<file path="config.mk">
export PLATFORM = sky130hd
export DESIGN_NAME = uart_receiver
export DESIGN_NICKNAME = d
export VERILOG_FILES = /design/src/rtl/uart_receiver.sv
export SDC_FILE = /design/constraint.sdc
export NUM_CORES = 1
export LEC_CHECK = 0
export ABC_AREA = 1
export BUFFER_PORTS_ARGS = -buffer_cell sky130_fd_sc_hd__buf_2
export CORE_MARGIN = 2
export CORE_UTILIZATION = 50
export CTS_CLUSTER_SIZE = 24
export DETAILED_ROUTE_END_ITERATION = 10
export PLACE_DENSITY_LB_ADDON = 0.2
export SLEW_MARGIN = 30
export SYNTH_ARGS = -nofsm -noshare
export SYNTH_HDL_FRONTEND = slang
export SYNTH_SLANG_ARGS = --single-unit
</file>
<file path="constraint.sdc">
create_clock -name i_clk -period 2.42 [get_ports i_clk]
set_input_delay 0.121 -clock i_clk [delete_from_list [all_inputs] [get_ports i_clk]]
set_output_delay 0.121 -clock i_clk [all_outputs]
set_load 0.02 [all_outputs]
</file>
<file path="src/rtl/uart_receiver.sv">
// 8N1 UART receive stage: double-flop synchronizer, mid-bit sampling FSM and a
// one-entry valid/ready output buffer with framing-error and overrun pulses.
module uart_receiver #(
   parameter int CLKS_PER_BIT = 16
) (
   input  logic       i_clk,
   input  logic       i_rst,
   input  logic       i_rxd,
   output logic [7:0] o_rx_data,
   output logic       o_rx_valid,
   input  logic       i_rx_ready,
   output logic       o_rx_busy,
   output logic       o_frame_err,
   output logic       o_overrun
);

   localparam int HALF = CLKS_PER_BIT / 2;
   localparam int CW   = $clog2(CLKS_PER_BIT);

   localparam logic [CW-1:0] C_HALF_M1 = CW'(HALF - 1);
   localparam logic [CW-1:0] C_FULL_M1 = CW'(CLKS_PER_BIT - 1);
   localparam logic [CW-1:0] C_ZERO    = CW'(0);
   localparam logic [CW-1:0] C_ONE     = CW'(1);

   typedef enum logic [1:0] {
      S_IDLE  = 2'd0,
      S_START = 2'd1,
      S_DATA  = 2'd2,
      S_STOP  = 2'd3
   } state_t;

   logic          r_sync1;
   logic          r_sync2;
   state_t        r_state;
   logic [CW-1:0] r_cnt;
   logic [2:0]    r_bit_idx;
   logic [7:0]    r_shift;
   logic          r_armed;
   logic          r_good;
   logic          r_bad;
   logic          w_rxd_s;

   assign w_rxd_s = r_sync2;

   // Two-flop synchronizer for the asynchronous serial line; idles high.
   always_ff @(posedge i_clk) begin
      if (i_rst) begin
         r_sync1 <= 1'b1;
         r_sync2 <= 1'b1;
      end else begin
         r_sync1 <= i_rxd;
         r_sync2 <= r_sync1;
      end
   end

   // Frame FSM; r_good / r_bad are one-cycle results of the stop-bit sample.
   always_ff @(posedge i_clk) begin
      if (i_rst) begin
         r_state   <= S_IDLE;
         r_cnt     <= C_ZERO;
         r_bit_idx <= 3'd0;
         r_shift   <= 8'h00;
         r_armed   <= 1'b1;
         r_good    <= 1'b0;
         r_bad     <= 1'b0;
         o_rx_busy <= 1'b0;
      end else begin
         r_good <= 1'b0;
         r_bad  <= 1'b0;
         case (r_state)
            S_IDLE: begin
               r_cnt <= C_ZERO;
               if (w_rxd_s) begin
                  r_armed <= 1'b1;
               end else begin
                  r_armed <= r_armed;
               end
               // A start edge is accepted only once the line has been seen high.
               if (r_armed && !w_rxd_s) begin
                  r_state   <= S_START;
                  o_rx_busy <= 1'b1;
               end else begin
                  o_rx_busy <= 1'b0;
               end
            end
            S_START: begin
               if (r_cnt == C_HALF_M1) begin
                  r_cnt <= C_ZERO;
                  if (w_rxd_s) begin
                     r_state   <= S_IDLE;
                     o_rx_busy <= 1'b0;
                  end else begin
                     r_state   <= S_DATA;
                     r_bit_idx <= 3'd0;
                  end
               end else begin
                  r_cnt <= r_cnt + C_ONE;
               end
            end
            S_DATA: begin
               if (r_cnt == C_FULL_M1) begin
                  r_cnt   <= C_ZERO;
                  r_shift <= {w_rxd_s, r_shift[7:1]};
                  if (r_bit_idx == 3'd7) begin
                     r_state <= S_STOP;
                  end else begin
                     r_bit_idx <= r_bit_idx + 3'd1;
                  end
               end else begin
                  r_cnt <= r_cnt + C_ONE;
               end
            end
            S_STOP: begin
               if (r_cnt == C_FULL_M1) begin
                  r_cnt     <= C_ZERO;
                  r_state   <= S_IDLE;
                  o_rx_busy <= 1'b0;
                  if (w_rxd_s) begin
                     r_good <= 1'b1;
                  end else begin
                     r_bad   <= 1'b1;
                     r_armed <= 1'b0;
                  end
               end else begin
                  r_cnt <= r_cnt + C_ONE;
               end
            end
            default: begin
               r_state   <= S_IDLE;
               r_cnt     <= C_ZERO;
               o_rx_busy <= 1'b0;
            end
         endcase
      end
   end

   // One-entry output buffer; a load and a transfer in the same cycle keep it full.
   always_ff @(posedge i_clk) begin
      if (i_rst) begin
         o_rx_data   <= 8'h00;
         o_rx_valid  <= 1'b0;
         o_frame_err <= 1'b0;
         o_overrun   <= 1'b0;
      end else begin
         o_frame_err <= r_bad;
         o_overrun   <= 1'b0;
         if (r_good) begin
            if (!o_rx_valid || i_rx_ready) begin
               o_rx_data  <= r_shift;
               o_rx_valid <= 1'b1;
            end else begin
               o_overrun <= 1'b1;
            end
         end else if (o_rx_valid && i_rx_ready) begin
            o_rx_valid <= 1'b0;
         end else begin
            o_rx_valid <= o_rx_valid;
         end
      end
   end

endmodule

</file>
# Word-level counts from Yosys, hierarchy flattened
# Cells that the tools add are included.
# word_totals
latch_bits,0
mem_bits_ro,0
memories,0
mem_bits_rw,0
regBits,34
in_bits,4
# classes
multipliers,0
div_mod_pow,0
eq_ne,17
n_bitwise,3
n_reduce_logical,20
n_shift,0
mux,30
n_lt_le_gt_ge,0
n_addsub,2
# op_table
op,count
$ne 2x2->1 const B,10
$mux 1,13
$mux 2,6
$mux 3,4
$pmux 4 s3,1
$reduce_and 5->1,2
$mux 4,2
$pmux 2 s4,1
$reduce_and 4->1,2
$pmux 3 s2,1
$reduce_and 2->1,3
$reduce_bool 2->1,3
$add 4x1->4 const B,1
$eq 2x2->1 const B,2
$eq 4x3->1 const B,1
$eq 4x4->1 const B,1
$reduce_or 2->1,2
$add 3x1->3 const B,1
$eq 3x3->1 const B,1
$not 1->1,3
$pmux 1 s3,1
$reduce_bool 3->1,1
$reduce_or 3->1,1
$eq 2x1->1 const B,1
other kinds (6),8

# Longest topological paths before layout
# Gate-level depths: netlist of the first run.
# depth
word_depth,4
mapped_depth,9
depth_no_buf,9

# Worst setup path after synthesis of the first run
# No wires, ideal clock.
# synth_path
path_kind,register -> register
start,register r_bit_idx[0]
end,register r_bit_idx[0]
path_stages_with_launch,9
slack_ns,1.186
setup_time_ns,0.113
arrival_ns,1.121
t_required_ns,2.307
period_less_slack_ns,1.234
n_path_buf,0
cell_sequence,dfxtp_1 ha_1 ha_1 inv_1 nand3_1 nand2_1 nand3_2 nor2_1 nor2_1
# synth_via
elab_chain_len,4
# synth_rtl
item,line_no,text
from (decl),36,logic [2:0] r_bit_idx;
from (signal assigned),107,r_bit_idx <= r_bit_idx + 3'd1;
$add 3x1->3,107,
$mux 3,104,if (r_bit_idx == 3'd7) begin
$mux 3,101,if (r_cnt == C_FULL_M1) begin
$pmux 3 s2,70,case (r_state)
# Several ways; a longest one is shown, not always the timed one. The select of a mux whose other input is x is not followed.
# A chain may end at the register's enable or synchronous reset.

# Worst setup path after layout of the first run
# layout_path
start,register o_rx_valid
end,register o_rx_data[0]
# layout_via
elab_chain_len,3
# layout_rtl
item,line_no,text
from (decl),10,"output logic o_rx_valid,"
from (signal assigned),157,o_rx_valid <= o_rx_valid;
$logic_not 1->1,148,if (!o_rx_valid || i_rx_ready) begin
$logic_or 1x1->1,148,
$reduce_and 2->1 (no line),--,
to (signal assigned),149,o_rx_data <= r_shift;
to (decl),9,"output logic [7:0] o_rx_data,"
# Every way passes these cells.

==> impl_results.md, run 1 <==
- DR DRC count: 0
- Global-route wire length before repair: 4370 µm
- Sink Count: 34
- I/O pins: 16
- Worst reg-to-reg path cell count: 6
- Register area share after synthesis: 0.509
- Net Count, Synth: 177
- Worst Tran Pin Value: 0.539 ns
- Post-CTS Hold Fix Bufs: 1
- Clock latency on the worst-skew pair: 0.33 ns
- Setup crit start kind: flip-flop
- Mapped Cells: 170
- Yosys synthesis warning count: 0
- Die Span X: 55.7 µm
- Met1 GRT Util: 0.219
- Vias in the first global route: 1,040
- PwrDens: 783 nW/µm²
- CP Capture Type: flip-flop
- MaxCap Viol Count: 0
- RSZ-0062 raised after global routing: false
- Slew Viols, Final: 0
- Port buffer count: 15
- Clock Pin Slew Worst Setup and Hold Paths: 0.10 ns
- Num CTS Buffers: 5
- Final Hold Viols: 0
- Pin count of the biggest net entering global routing: 21
- Initial Util: 0.535
- Antenna cell count: 0
- CP Max Fanout: 9
- Critical path type: reg -> reg
- Period utilization: 0.591
- Share of cells above drive strength 1: 0.164
- Hold Path Class: in -> reg
- Arrival @ worst endpoint: 1.66 ns
- WL per Instance: 11.2 µm
- HPWL Detailed: 1720 µm
- Met2 usage: 0.276
- Reg-to-Reg Start: o_rx_valid
- GRT busiest layer: met2
- FP Rows: 18
- Lkg Pwr: 0.719 nW
- Core area: 2500 µm²
- Worst reg2reg setup slack: 0.99 ns
- Overflow after GRT: 0
- Ys flop type: dfxtp_1
- Hold-critical path depth: 4
- Ys async rst share: 0
- Via density: 5.12
- H-tree depth: 2
- Pre-Repair DR Iteration Count: 4
- Yosys cell types: 22
- Final #Nets: 196
- Post-DRT Antenna Nets: 0
- Met3 GRT Util: 0.0744
- Min-delay src: i_rx_ready
- Routed Wire Length: 2460 µm
- WHS: 0.0669 ns
- Post-Syn Area: 1340 µm²
- Vias: 1,121
- Number of synthesized flops with an enable pin: 0
- VDD IR max: 534 µV
- Worst slew margin: 0.640
- Max Clock Freq: 699 MHz
- Worst r2r dst: o_rx_data[0]
- FF+latch count, synth: 34
- CTS tree: yes
- CTS root buffer: clkbuf_4
- Setup TNS: 0 ns
- Overall die height: 55.7 µm
- P&R area growth vs syn: 13.0%
- Final min period: 1.43 ns
- Post-Syn Area per Cell: 7.87 µm²
- GPL Wtd Cong: 0.810
- DRT iter0 DRCs: 34
- Post-CTS setup buffer count: 0
- Final setup fails: 0
- Worst Skew: 0.00775 ns
- Required time of the critical path: 2.65 ns
- Status: complete, no violations
- CTS max path bufs: 2
- Hold Path Sink: o_overrun
- Global Route Usage Sum: 0.180
- Initial antenna violation count: 0
- Resize count post-CTS: 0
- Die area: 3100 µm²
[registers in the layout, summed over array words and instances, names as in the netlist, named ones only]
signal / count
o_rx_data: 8
r_shift: 8
r_cnt: 4
r_bit_idx: 3
o_frame_err: 1
o_overrun: 1
o_rx_busy: 1
o_rx_valid: 1
r_armed: 1
r_bad: 1
r_good: 1
r_state: 1
r_sync1: 1
r_sync2: 1
[cell usage after synthesis (all sizes together), types with 2 or more instances]
master / instances / area, µm²
a21oi: 7 / 35.0
buf: 2 / 22.5
clkbuf: 2 / 7.51
dfxtp: 34 / 681
ha: 3 / 37.5
inv: 18 / 67.6
nand2: 18 / 72.6
nand3: 9 / 67.6
nand4: 2 / 12.5
nor2: 50 / 195
nor4: 2 / 12.5
o21ai: 17 / 85.1
or2: 2 / 12.5
[power breakdown]
part           internal, mW  switching, mW  total (mW)
logic                0.0493          0.113       0.162
registers             0.578         0.0200       0.598
clock network         0.240          0.183       0.423
total                 0.868          0.316        1.18
[cells by family (layout without fill, tap and decap cells)]
group,count (synthesis),after routing,share of synthesized area
xor gates and xnor gates,2,2,0.0131
buffers and inverters,22,41,0.0730
AOI/OAI and AO/OA,25,25,0.0945
and+or+nand+nor,84,84,0.283
DFF,34,34,0.509
adders and majority gates,3,3,0.0281
[per-stage QoR]
| stage | setup slack [ns] | cell area, µm² | total power, mW | utilization | instances |
|---|---|---|---|---|---|
| finish | 0.990 | 1510 | 1.18 | 0.605 | 219 |
| global route | 0.790 | 1510 | 1.24 | 0.605 | 219 |
| CTS | 0.979 | 1510 | 1.20 | 0.605 | 219 |
| detailed placement | 0.995 | 1420 | 0.771 | 0.568 | 211 |
| global placement | 1.02 | 1420 | 0.768 | 0.568 | 211 |
| floorplan | 1.19 | 1340 | 0.737 | - | 170 |
[per-layer routing]
| metal | vias to the layer above | part of all wire |
|---|---|---|
| li1 | 576 | - |
| met1 | 511 | 0.48 |
| met2 | 30 | 0.46 |
| met3 | 4 | 0.049 |
| met4 | 0 | 0.010 |
| met5 | - | 0 |
[cell type report]
| class | instances | area, µm² |
|---|---|---|
| Fill cell | 253 | 988 |
| Sequential cell | 34 | 681 |
| Multi-Input combinational cell | 114 | 559 |
| Timing Repair Buffer | 16 | 85.1 |
| Inverter | 18 | 67.6 |
| Clock buffer | 6 | 51.3 |
| Tap cell | 30 | 37.5 |
| Clock inverter | 1 | 30.0 |
[how the worst max path moves through the flow]
stage	start	end	slack [ns]	cells after the start
detailed placement	o_rx_valid	o_rx_data[0]	1.0	6
CTS	o_rx_valid	o_rx_data[0]	0.98	6
global placement	r_cnt[0]	r_shift[0]	1.02	6
global route	r_cnt[0]	r_shift[1]	0.79	6
floorplan	r_bit_idx[0]	r_bit_idx[0]	1.19	8
finish	o_rx_valid	o_rx_data[0]	0.99	6
[worst max-delay path, cell delays in order, from the launching register on]
cell     delay, ns
dfxtp_1       0.32
inv_1         0.05
nor2_1        0.05
nor2_1        0.42
inv_1         0.28
nor2_1        0.16
nor2_1        0.06
[placed cells by master, fill, tap and decap left out]
cell type,synthesis,layout
ha_1,3,3
inv_1,17,17
a31oi_1,1,1
o21ai_0,17,17
dfxtp_1,34,34
or2_2,2,2
inv_2,1,1
nor4_1,2,2
dlygate4sd3_1,0,1
nand3_1,6,6
bufinv_16,0,1
nand2_2,2,2
nor2_4,1,1
clkbuf_8,0,1
buf_2,0,15
nand2_1,16,16
clkbuf_4,0,5
nand4_1,2,2
xnor2_1,1,1
xor2_1,1,1
nor2_1,49,49
nand3_2,2,2
nand3_4,1,1
nor3_1,1,1
a21oi_1,7,7
Note: power is estimated with default switching activity, not from simulation.
==> inputs of run 2 (changes only) <==
clock period = 1.4 ns   (was 2.42 ns; I/O delays follow)
==> run 2 against run 1 <==
Count of clock-buffer cells in the layout unchanged. Global-route usage increased by 0.46 points. Fmax increased by 9.7%. Combinational power increased by 99%. Utilization increased by 2.1 points. Critical path depth increased by 2. Clock skew decreased by 0.0017 ns. Sequential share of layout area decreased by 1.4 points. Clock power increased by 38%.
==> impl_results.md, run 2 (synthesis gave the netlist of run 1 again) <==
- Initial Util: 0.535
- Top sig layer: met4
- CP Max Fanout: 4
- Vias in the first global route: 1,098
- Arrival @ worst endpoint: 1.55 ns
- Port buffer count: 15
- Share of cells above drive strength 1: 0.222
- Buffers and inverters on the worst path: 1
- GPL Wtd Cong: 0.821
- Detail Route met3 WL: 144 µm
- CP Capture Type: flip-flop
- Final setup fails: 0
- Critical path type: reg -> reg
- Num CTS Buffers: 5
- Setup crit start kind: flip-flop
- Routed Wire Length: 2550 µm
- Required time of the critical path: 1.65 ns
- Final min period: 1.30 ns
- Overall die height: 55.7 µm
- Initial antenna violation count: 0
- WL per Instance: 11.4 µm
- Largest registers: o_rx_data x8, r_shift x8, r_cnt x4
- Worst Skew: 0.00608 ns
- Clock Pin Slew Worst Setup and Hold Paths: 0.10 ns
- Metal-1 WL: 1230 µm
- Max incr delay on CP: 0.34 ns
- Post-DRT Antenna Nets: 0
- Slew Viols, Final: 0
- Status: complete, no violations
- Overflow after GRT: 0
- Sink Count: 34
- Via density: 4.93
- Die area: 3100 µm²
- DR DRC count: 0
- H-tree depth: 2
- Worst slew margin: 0.747
- Final #Nets: 200
- Most frequent cells in the layout: nor2_1 (47), dfxtp_1 (32), inv_1 (17), o21ai_0 (17)
- CTS root buffer: clkbuf_4
- Global-route wire length before repair: 4620 µm
- DP Area: 1440 µm²
- I/O pins: 16
- Fin area: 1560 µm²
- DRT iter0 DRCs: 26
- Top Family by Delay on Critical Path: simple AND/OR/NAND/NOR gates
- Setup TNS: 0 ns
- MaxCap Viol Count: 0
- Core area: 2500 µm²
- VDD IR max: 984 µV
- Period utilization: 0.932
- CTS tree: yes
- Worst Tran Pin Value: 0.379 ns
- Hold Path Class: in -> reg
- Lkg Pwr: 0.728 nW
- Slowest-stage cell, CP: dfxtp_2
- Worst path cell trace: ha_1, ha_1, inv_1, nand3_2, nand2_4, nand3_4, nor2_1, nor2_1
- Most common cell after layout, fill and taps aside: nor2_1
- Max Clock Freq: 767 MHz
- Vias: 1,105
- Global Route Usage Sum: 0.184
- P&R area growth vs syn: 16.9%
- # fillers: 242
- Pin count of the biggest net entering global routing: 16
- HPWL Detailed: 1780 µm
- PwrDens: 1240 nW/µm²
- CTS max path bufs: 2
- Final Hold Viols: 0
- Clock latency on the worst-skew pair: 0.34 ns
- Antenna cell count: 0
- Die Span X: 55.7 µm
- Met2 Routed Length: 1140 µm
- FP Rows: 18
- Pre-Repair DR Iteration Count: 4
## run 2: tightest hold or removal path, delay by kind of cell
family | cells | cell delay (ns)
buffers and inverters | 2 | 0.14
AND/OR/NAND/NOR | 2 | 0.10
## run 2: what timing repair did
action                     in CTS  in global routing
setup endpoints to repair      10                 11
hold buffers                    1                  0
pin swaps                       1                  2
gates resized for setup         1                  9
hold endpoints to repair        1                  0
buffers inserted                1                  0
## run 2: metal layers
layer | vias up | global-route usage
met3 | 6 | 0.0651
met4 | 0 | 0.0697
li1 | 587 | -
met1 | 479 | 0.249
met2 | 33 | 0.270
met5 | - | 0
## run 2: final cells by class
class	instances	area, µm²	share of cell area
well taps	30	37.5	0.0240
inverters	18	67.6	0.0432
clock inverters	2	12.5	0.00800
multi-input cells	114	597	0.382
flip-flops and latches	34	683	0.437
clock buffers	6	51.3	0.0328
repair buffers	20	115	0.0736
## run 2: worst paths after layout
path | startpoint | endpoint | slack, ns | cells after the start
worst max-delay path | r_bit_idx[0] | r_bit_idx[0] | 0.1 | 8
worst min-delay path | i_rx_ready | o_overrun | 0.005 | 4
worst max register to register | r_bit_idx[0] | r_bit_idx[0] | 0.1 | 8
worst min register to register | r_bad | o_frame_err | 0.41 | 2
## run 2: metrics by stage
| step | cells | hold slack (ns) | util | setup slack (ns) | total power, mW |
|---|---|---|---|---|---|
| 3_5_place_dp | 214 | 0.259 | 0.577 | -0.0266 | 1.34 |
| 5_1_grt | 224 | 0.0226 | 0.626 | -0.00518 | 2.05 |
| 6_report | 224 | 0.00453 | 0.626 | 0.0956 | 1.94 |
| 4_1_cts | 224 | 0.00263 | 0.611 | 0.00968 | 1.92 |
| 3_3_place_gp | 214 | 0.256 | 0.577 | 0.0190 | 1.34 |
| 2_1_floorplan | 170 | 0.161 | - | 0.166 | 1.27 |
## run 2: report_power, final
part           total, mW  switching (mW)  internal (mW)
combinational      0.322           0.218          0.104
clock              0.584           0.343          0.241
sequential          1.04          0.0388           1.00
total               1.94           0.600           1.35
==> inputs of run 3 (changes only) <==
RECOVER_POWER = 25   (was not set)
==> run 3 against run 2 <==
Clock power about the same. Sequential share of layout area increased by 0.18 points. Die area unchanged. Setup slack about the same. Worst hold slack about the same. Clock skew unchanged. First-iteration DRC count unchanged. Global-route usage unchanged. Fmax about the same. Flip-flop and latch count unchanged. Critical path type unchanged. Critical endpoint unchanged. Largest power group unchanged.
==> impl_results.md, run 3 (synthesis gave the netlist of run 1 again) <==
- Worst reg-to-reg path cell count: 8
- Fin util: 0.623
- Cell internal pwr: 1.35 mW
- Flop pwr share: 0.534
- Final setup fails: 0
- Overflow after GRT: 0
- Reg-to-Reg Start: r_bit_idx[0]
- FF+latch area: 683 µm²
- Global-route wire length before repair: 4620 µm
- Hold Path Sink: o_overrun
- Clock Pin Slew Worst Setup and Hold Paths: 0.10 ns
- Comb power frac: 0.165
- H-tree depth: 2
- Post-DRT Antenna Nets: 0
- Via density: 4.92
- Most frequent cells in the layout: nor2_1 (47), dfxtp_1 (32), inv_1 (17), o21ai_0 (17), nand2_1 (15)
- DRT iter0 DRCs: 26
- Critical path type: reg -> reg
- CTS tree: yes
- # fillers: 244
- GPL Wtd Cong: 0.821
- Pin count of the biggest net entering global routing: 16
- Sw Share: 0.308
- Sink Count: 34
- Final #Nets: 200
- Largest registers: o_rx_data x8, r_shift x8, r_cnt x4
- Power Total: 1.95 mW
- Lkg Pwr: 0.706 nW
- Share of cells above drive strength 1: 0.196
- Overall die height: 55.7 µm
- Worst path cell trace: ha_1, ha_1, inv_1, nand3_2, nand2_4, nand3_4, nor2_1, nor2_1
- Slowest-stage cell, CP: dfxtp_2
- VDD IR max: 988 µV
- DP Area: 1440 µm²
- Vias in the first global route: 1,098
- Clock latency on the worst-skew pair: 0.34 ns
- Initial Util: 0.535
- Antenna cell count: 0
- Period utilization: 0.932
- Top Family by Delay on Critical Path: simple AND/OR/NAND/NOR gates
- Vias: 1,103
- Port buffer count: 15
- Final worst slack: 0.0956 ns
- Final Hold Viols: 0
- WL per Instance: 11.4 µm
- MaxCap Viol Count: 0
- Max incr delay on CP: 0.34 ns
- Worst slew margin: 0.747
- DR DRC count: 0
- Max Clock Freq: 767 MHz
- FP Rows: 18
- CTS root buffer: clkbuf_4
- Worst reg2reg setup slack: 0.1 ns
- Min-delay src: i_rx_ready
- CP Max Fanout: 4
- Global Route Usage Sum: 0.184
- Hold Path Class: in -> reg
- Most common cell after layout, fill and taps aside: nor2_1
- Setup crit start kind: flip-flop
- PwrDens: 1250 nW/µm²
- Area occupied by multi-input gates: 597 µm²
- Buffers and inverters on the worst path: 1
- HPWL Detailed: 1780 µm
- I/O pins: 16
- Die Span X: 55.7 µm
- Setup TNS: 0 ns
- Arrival @ worst endpoint: 1.55 ns
- Switch Pwr: 0.600 mW
- Num CTS Buffers: 5
- Fin area: 1560 µm²
- CTS max path bufs: 2
- Final min period: 1.30 ns
- Pre-Repair DR Iteration Count: 4
- Clk pwr share: 0.300
- Worst Skew: 0.00608 ns
- P&R area growth vs syn: 16.5%
- Slew Viols, Final: 0
- Hold-critical path depth: 4
- Routed Wire Length: 2560 µm
- Initial antenna violation count: 0
- Status: complete, no violations
- Worst r2r dst: r_bit_idx[0]
- Core area: 2500 µm²
- Worst slack at placement: -0.0266 ns
- Worst Tran Pin Value: 0.379 ns
- CP Capture Type: flip-flop
- Required time of the critical path: 1.65 ns
- Die area: 3100 µm²
==> run 3: worst reg2reg max path, stage by stage, from the launching register on <==
cell and delay [ns]:
dfxtp_2 0.34, ha_1 0.20, ha_1 0.19, inv_1 0.06
nand3_2 0.11, nand2_4 0.11, nand3_4 0.07, nor2_1 0.09
nor2_1 0.05
==> run 3: final cells by class <==
cell class,count,share of cell area
multi-input cells,114,0.383
clock buffers,6,0.0329
flip-flops and latches,34,0.439
inverters,18,0.0434
well taps,30,0.0241
repair buffers,20,0.0699
clock inverters,2,0.00803
==> run 3: how the worst max path moves through the flow <==
stage	from	to	slack, ns	depth (start not counted)
5_1_grt	r_cnt[1]	r_shift[5]	-0.005	6
6_report	r_bit_idx[0]	r_bit_idx[0]	0.1	8
3_3_place_gp	r_cnt[0]	r_shift[0]	0.02	6
3_5_place_dp	r_cnt[0]	r_shift[5]	-0.03	6
4_1_cts	r_cnt[0]	o_rx_busy	0.01	8
2_1_floorplan	r_bit_idx[0]	r_bit_idx[0]	0.17	8
==> run 3: per-stage QoR <==
| stage | hold WS (ns) | cells |
|---|---|---|
| after floorplan | 0.161 | 170 |
| after global placement | 0.256 | 214 |
| after detailed placement | 0.259 | 214 |
| after CTS | 0.00263 | 224 |
| after global routing | 0.0226 | 224 |
| final | 0.00454 | 224 |
==> run 3: power groups by stage <==
stage               Sequential (mW)  Combinational (mW)  Clock, mW
finish                         1.04               0.322      0.584
global route                   1.04               0.363      0.645
CTS                            1.03               0.287      0.596
detailed placement             1.06               0.284          0
global placement               1.05               0.282          0
floorplan                      1.06               0.210          0
==> run 3: metal layers <==
metal	GRT usage	wire [µm]	up-vias
met5	0	0	-
met4	0.0697	39	0
met3	0.0651	148	6
met2	0.270	1130	33
met1	0.249	1240	477
li1	-	-	587
==> run 3: repair_timing <==
item                                    4_1_cts  5_1_grt
hold buffers                                  1        0
pin swaps                                     1        2
buffers inserted                              1        0
resized for setup                             1        9
endpoints found under the hold margin         1        0
endpoints found under the setup margin       10       11
